<file path="src/rtl/decade_timer_ctrl.sv">
// Sequencing controller for a single decade counter: loads a preset, counts to
// terminal count, repeats for a programmed number of intervals.
module decade_timer_ctrl (
  input  logic       clk,
  input  logic       reset,
  input  logic       start,
  input  logic       abort,
  input  logic       pause,
  input  logic       mode_up,
  input  logic [3:0] preset,
  input  logic [3:0] reps,
  output logic       busy,
  output logic       done,
  output logic       aborted,
  output logic       tick,
  output logic [3:0] reps_left,
  output logic       ctr_counter_on,
  output logic       ctr_count_up,
  output logic       ctr_load,
  output logic [3:0] ctr_data_in,
  input  logic [3:0] ctr_count,
  input  logic       ctr_TC
);

  typedef enum logic [1:0] {
    IDLE = 2'd0,
    LOAD = 2'd1,
    RUN  = 2'd2,
    DONE = 2'd3
  } state_t;

  state_t     state_r;
  state_t     state_nxt_s;
  logic       mode_q_r;
  logic [3:0] preset_q_r;
  logic [3:0] reps_left_r;
  logic       ctr_count_unused_s;

  // Presets beyond the last decimal digit park at 9.
  function automatic logic [3:0] clamp_digit(input logic [3:0] d);
    if (d > 4'd9) begin
      clamp_digit = 4'd9;
    end else begin
      clamp_digit = d;
    end
  endfunction

  // The counter value itself is only observed through TC.
  assign ctr_count_unused_s = ^ctr_count;

  assign reps_left   = reps_left_r;
  assign ctr_data_in = preset_q_r;

  // State register, run parameter capture and interval bookkeeping.
  always_ff @(posedge clk) begin
    if (reset) begin
      state_r     <= IDLE;
      mode_q_r    <= 1'b0;
      preset_q_r  <= 4'd0;
      reps_left_r <= 4'd0;
    end else begin
      state_r <= state_nxt_s;
      if ((state_r == IDLE) && start) begin
        mode_q_r    <= mode_up;
        preset_q_r  <= clamp_digit(preset);
        reps_left_r <= reps;
      end else if ((state_r != IDLE) && abort) begin
        reps_left_r <= 4'd0;
      end else if (tick) begin
        reps_left_r <= reps_left_r - 4'd1;
      end else begin
        reps_left_r <= reps_left_r;
      end
    end
  end

  // Next-state and output decode; abort forces all counter controls low.
  always_comb begin
    state_nxt_s    = state_r;
    busy           = 1'b0;
    done           = 1'b0;
    aborted        = 1'b0;
    tick           = 1'b0;
    ctr_counter_on = 1'b0;
    ctr_count_up   = 1'b0;
    ctr_load       = 1'b0;
    case (state_r)
      IDLE: begin
        if (start) begin
          state_nxt_s = (reps == 4'd0) ? DONE : LOAD;
        end else begin
          state_nxt_s = IDLE;
        end
      end
      LOAD: begin
        busy = 1'b1;
        if (abort) begin
          aborted     = 1'b1;
          state_nxt_s = IDLE;
        end else begin
          ctr_load     = 1'b1;
          ctr_count_up = mode_q_r;
          state_nxt_s  = RUN;
        end
      end
      RUN: begin
        busy = 1'b1;
        if (abort) begin
          aborted     = 1'b1;
          state_nxt_s = IDLE;
        end else begin
          ctr_count_up   = mode_q_r;
          // Gating on TC parks the counter on its terminal value.
          ctr_counter_on = ~pause & ~ctr_TC;
          if (ctr_TC) begin
            tick        = 1'b1;
            state_nxt_s = (reps_left_r == 4'd1) ? DONE : LOAD;
          end else begin
            state_nxt_s = RUN;
          end
        end
      end
      DONE: begin
        if (abort) begin
          aborted = 1'b1;
        end else begin
          done = 1'b1;
        end
        state_nxt_s = IDLE;
      end
      default: begin
        state_nxt_s = IDLE;
      end
    endcase
  end

endmodule
</file>
<file path="config.mk">
export PLATFORM = sky130hd
export DESIGN_NAME = decade_timer_ctrl
export DESIGN_NICKNAME = d
export VERILOG_FILES = /design/src/rtl/decade_timer_ctrl.sv
export SDC_FILE = /design/constraint.sdc
export NUM_CORES = 1
export LEC_CHECK = 0
export CELL_PAD_IN_SITES_DETAIL_PLACEMENT = 1
export CELL_PAD_IN_SITES_GLOBAL_PLACEMENT = 1
export CORE_ASPECT_RATIO = 0.75
export CORE_MARGIN = 3
export CORE_UTILIZATION = 23
export DETAILED_ROUTE_END_ITERATION = 7
export PLACE_DENSITY_LB_ADDON = 0.2
export SLEW_MARGIN = 0
export SYNTH_ARGS = -nofsm -noshare
export SYNTH_HDL_FRONTEND = slang
export SYNTH_SLANG_ARGS = --single-unit
export TNS_END_PERCENT = 20
</file>
<file path="constraint.sdc">
create_clock -name clk -period 1.99 [get_ports clk]
set_input_delay 0.199 -clock clk [delete_from_list [all_inputs] [get_ports clk]]
set_output_delay 0.199 -clock clk [all_outputs]
set_load 0.05 [all_outputs]
</file>
After elaboration in Yosys (flattened, before gate mapping)
Cells that the tools add are included.
{"block": "totals", "reg_bits": 11, "in_bits": 19, "elab_cells": 45}
{"block": "op_classes", "eq_ne": 4, "n_bitwise": 3, "addsub": 1, "n_reduce_logical": 8, "muxes": 24, "order_cmp": 1}
{"op": "$mux 4", "count": 4}
{"op": "$mux 1", "count": 13}
{"op": "$mux 2", "count": 6}
{"op": "$pmux 2 s4", "count": 1}
{"op": "$eq 2x2->1 const B", "count": 2}
{"op": "$eq 4x1->1 const B", "count": 1}
{"op": "$gt 4x4->1 const B", "count": 1}
{"op": "$logic_not 4->1", "count": 1}
{"op": "$sub 4x1->4 const B", "count": 1}
{"op": "$reduce_bool 3->1", "count": 1}
{"op": "$reduce_or 3->1", "count": 1}
{"op": "$eq 2x1->1 const B", "count": 1}
{"op": "$logic_and 1x1->1", "count": 2}
{"op": "$logic_not 2->1", "count": 1}
{"op": "$not 1->1", "count": 2}
{"op": "$reduce_bool 2->1", "count": 1}
{"op": "$reduce_or 2->1", "count": 1}
{"op": "$and 1x1->1", "count": 1}

Depth between registers and ports, before layout
{"block": "logic_depth", "word_depth": 6, "ltp_mapped": 8, "ltp_nobuf": 7}

Worst setup path before layout
No wires, ideal clock.
{"block": "synth_path", "kind": "reg-to-output", "from": "register state_r[0]", "to": "output ctr_counter_on", "t_required_ns": 1.791, "arrival_time_ns": 1.670, "path_buffers": 0, "slack_ns": 0.121, "stages_incl_launch_ff": 5, "cell_sequence": "dfxtp_1 -> inv_1 -> ha_1 -> nand2b_1 -> nor3_1"}
{"block": "synth_between", "elab_chain_cells": 2}
{"element": "start: declaration", "line": "32", "text": "state_t state_r;"}
{"element": "start signal: assignment", "line": "62", "text": "state_r <= state_nxt_s;"}
{"element": "$eq 2x2->1", "line": "87", "text": "case (state_r)"}
{"element": "$mux 1", "line": "87"}
{"element": "end: declaration", "line": "17", "text": "output logic ctr_counter_on,"}
Every way passes these cells.

Final worst setup path
{"block": "layout_path", "from": "register state_r[0]", "to": "register reps_left_r[2] (netlist: reps_left[2])"}
{"block": "layout_between", "elab_chain_cells": 4, "word_cells_on_any_way": 9}
{"element": "$reduce_bool 2->1", "line": "67", "text": "end else if ((state_r != IDLE) && abort) begin"}
{"element": "$logic_and 1x1->1", "line": "67"}
{"element": "$mux 4", "line": "67"}
{"element": "$mux 4", "line": "63", "text": "if ((state_r == IDLE) && start) begin"}
{"element": "end signal: assignment", "line": "66", "text": "reps_left_r <= reps;"}
{"element": "end signal: assignment", "line": "70", "text": "reps_left_r <= reps_left_r - 4'd1;"}
{"element": "end signal: assignment", "line": "72", "text": "reps_left_r <= reps_left_r;"}
{"element": "end: declaration", "line": "36", "text": "logic [3:0] reps_left_r;"}
Parallel ways exist; a longest one is shown, timed or not.
A chain may end at the register's enable or synchronous reset.

==> key figures <==
Drt
  • Avg WL per Cell: approximately 14 um
  • Vias per cell: 4.66
  • Vias: 703
  • Met3 WL post-DR: approximately 130 um
  • DRT iter0 DRCs: 9
  • Highest Signal Layer: met4
  • Wirelength, routed: roughly 2200 um
  • Post-route ant nets: 0
  • DR pass1 iterations: 3
  • Met1 wire length: 1060 um
  • Met2 wire len: ~960 um
  • # DRC: 0

Synthesis
  • Mapped Cells: 85
  • Sequential fraction of the synthesis area: 0.307
  • Synthesized net count: 110
  • Synth cell types: 30
  • Commonest cells in the netlist: 11 x dfxtp_1, 10 x nand2_1, 9 x a21oi_1
  • Yosys reg bits: 11
  • Yosys top cell area share: 0.307
  • Dominant synthesized flop cell: dfxtp_1
  • Most common cell in the netlist: dfxtp_1
  • Cell taking the most area after synthesis: dfxtp_1
  • Post-synth EDFFs: 0
  • Area contributors post-synth: dfxtp_1 31%, ha_1 10%, a21oi_1 6.3%
  • Asr flop ratio synth: 0
  • Synth Cell Area: just over 700 um2
  • Syn. warnings: 0
  • Avg Inst Size Synth: around 8.4 um2

Final layout
  • Core Util, Final: 0.404
  • FF/Latch Area: around 220 um2
  • # diodes: 0
  • Area of the multi-input gates: about 430 um2
  • Share of layout cells above drive strength 1: 0.157
  • FILL cells: 331
  • Nets@finish: 141
  • Syn-to-layout area delta: 56.4%

Critical path
  • Max incr delay on CP: 0.41 ns
  • CP bufs+invs: 1
  • CP endpoint kind: flip-flop
  • Crit path max fanout: 9
  • Critical-path cell list: inv_1 -> ha_1 -> mux2i_4 -> nand2_1 -> a21oi_1 -> nor3_2
  • Startpoint Class: flip-flop
  • WS Path Type: flip-flop to flip-flop
  • Slowest CP cell: ha_1
  • WP data arrival: roughly 1.9 ns
  • Required @ worst endpoint: 2.11 ns
  • CP top delay family: adder cells

Power
  • Pleak: roughly 0.45 nW
  • Power share of the clock group: 0.333
  • Net Sw Frac: 0.341
  • Power Internal: 0.471 mW
  • Psw: approximately 0.24 mW
  • Flop pwr share: 0.350
  • Comb power frac: 0.317
  • Max VDD drop: between 300 and 400 uV
  • Total power per unit cell area: about 640 nW/um2

Timing
  • Final setup fails: 0
  • Max Clk Rate: 568 MHz
  • Slew headroom: 0.663
  • Worst Tran Pin Value: slightly above 0.5 ns
  • Final period utilization: 0.884
  • Minimum clock period: 1.76 ns
  • RSZ-0062 raised after global routing: no
  • Final-report max-slew violation count: 0
  • Post-route setup TNS: 0 ns
  • Final Hold Viols: 0
  • Clk_skew: 0.00118 ns

Clock network
  • CTS Hold Buffers Added: 0
  • Max Buffers Root-to-Sink: 2
  • Total CTS buffers: 3
  • # clock sinks: 11
  • Setup Buffers After CTS: 0
  • CTS resizes: 0
  • TritonCTS clock tree: yes
  • CTS HTree Levels: 1
  • Worst-path clk slew: about 0.06 ns
  • Root buf cell: clkbuf_8
  • Clk Latency, worst-skew pair: 0.24 ns

Floorplan
  • Ports: 34
  • Die Ht: 54.4 um
  • Die Footprint: about 3800 um2
  • Cell Rows: 16
  • Starting Density: 0.258
  • Die W: about 71 um
  • Core region area: 2780 um2

Placed design
  • GP Congestion: between 0.7 and 0.8
  • Port-buffer cells: 29
  • DP Wirelength: approximately 1700 um

Worst hold path
  • Hold/Removal Path Class: flip-flop to flip-flop

GRT
  • Initial antenna violation count: 0
  • GRT Total Usage: 0.125
  • GR Overflow Total: 0
  • Largest net degree at the start of global routing: 12
  • Number of global-route vias before repair: about 730
  • First-pass GRT wire length: 3560 um

Job
  • Max-cap violations: 0

Status
  • Status: finished clean
worst paths after layout:
kind,startpoint,endpoint,slack [ns],cells after the start
worst min-delay path,mode_q_r$_SDFFE_PP0P_,mode_q_r$_SDFFE_PP0P_,0.46,2
worst max-delay path,state_r[0]$_SDFF_PP0_,reps_left[2]$_SDFFE_PP0P_,0.23,6
worst max register to register,state_r[0]$_SDFF_PP0_,reps_left[2]$_SDFFE_PP0P_,0.23,6
worst min register to register,mode_q_r$_SDFFE_PP0P_,mode_q_r$_SDFFE_PP0P_,0.46,2
sequential cells by signal, summed over array words and instances, names as in the netlist:
name / cells
ctr_data_in: 4
reps_left: 4
state_r: 2
mode_q_r: 1
power by group through the flow:
stage	clock network, mW	registers, mW	logic [mW]
3_3_place_gp	0	0.254	0.224
6_report	0.238	0.250	0.226
4_1_cts	0.246	0.250	0.230
3_5_place_dp	0	0.254	0.228
2_1_floorplan	0	0.294	0.103
5_1_grt	0.260	0.253	0.244
logic make-up (layout without fill, tap and decap cells):
family / count (synthesis) / in the layout / share of synthesized area
AOI/OAI and AO/OA: 19 / 19 / 0.171
xor gates and xnor gates: 1 / 1 / 0.0122
adders and majority gates: 6 / 6 / 0.105
buffers and inverters: 10 / 40 / 0.0888
DFF: 11 / 11 / 0.307
muxes: 2 / 2 / 0.0453
and+or+nand+nor: 36 / 36 / 0.272
layout make-up:
cell class	count	area share
flip-flops and latches	11	0.196
clock buffers	3	0.0367
clock inverters	1	0.00445
multi-input cells	64	0.386
inverters	6	0.0200
repair buffers	30	0.316
well taps	36	0.0401
metal layers:
metal / vias up / track usage
li1: 356 / -
met1: 324 / 0.147
met2: 19 / 0.207
met3: 4 / 0.0569
met4: 0 / 0.0382
met5: - / 0
cells in the final DEF (no fill, tap or decap), types with 2 or more instances in the layout:
cell type,n
nor3_1,4
a22oi_1,2
a21oi_1,9
nor2_1,8
nand2_1,10
a211oi_1,2
buf_4,2
a21o_1,2
buf_12,6
dfxtp_1,11
nand3b_1,3
ha_1,6
clkdlybuf4s50_1,22
clkbuf_8,3
nor2b_1,3
inv_1,5
o21ai_0,2
stage by stage:
| stage | total power, mW | hold WS, ns | worst slack, ns | instances | instance area, um2 |
|---|---|---|---|---|---|
| 6_report | 0.714 | 0.457 | 0.230 | 151 | 1120 |
| 5_1_grt | 0.757 | 0.486 | 0.0868 | 151 | 1120 |
| 4_1_cts | 0.725 | 0.458 | 0.202 | 151 | 1120 |
| 3_5_place_dp | 0.482 | 0.449 | 0.189 | 147 | 1080 |
| 3_3_place_gp | 0.478 | 0.439 | 0.238 | 147 | 1080 |
| 2_1_floorplan | 0.397 | 0.270 | 0.121 | 85 | 718 |
worst min-delay path, stage by stage, from the launching register on:
cell     delay [ns]
dfxtp_1        0.31
nand2_1        0.05
a21oi_1        0.05
(Power assumes the default switching activity.)
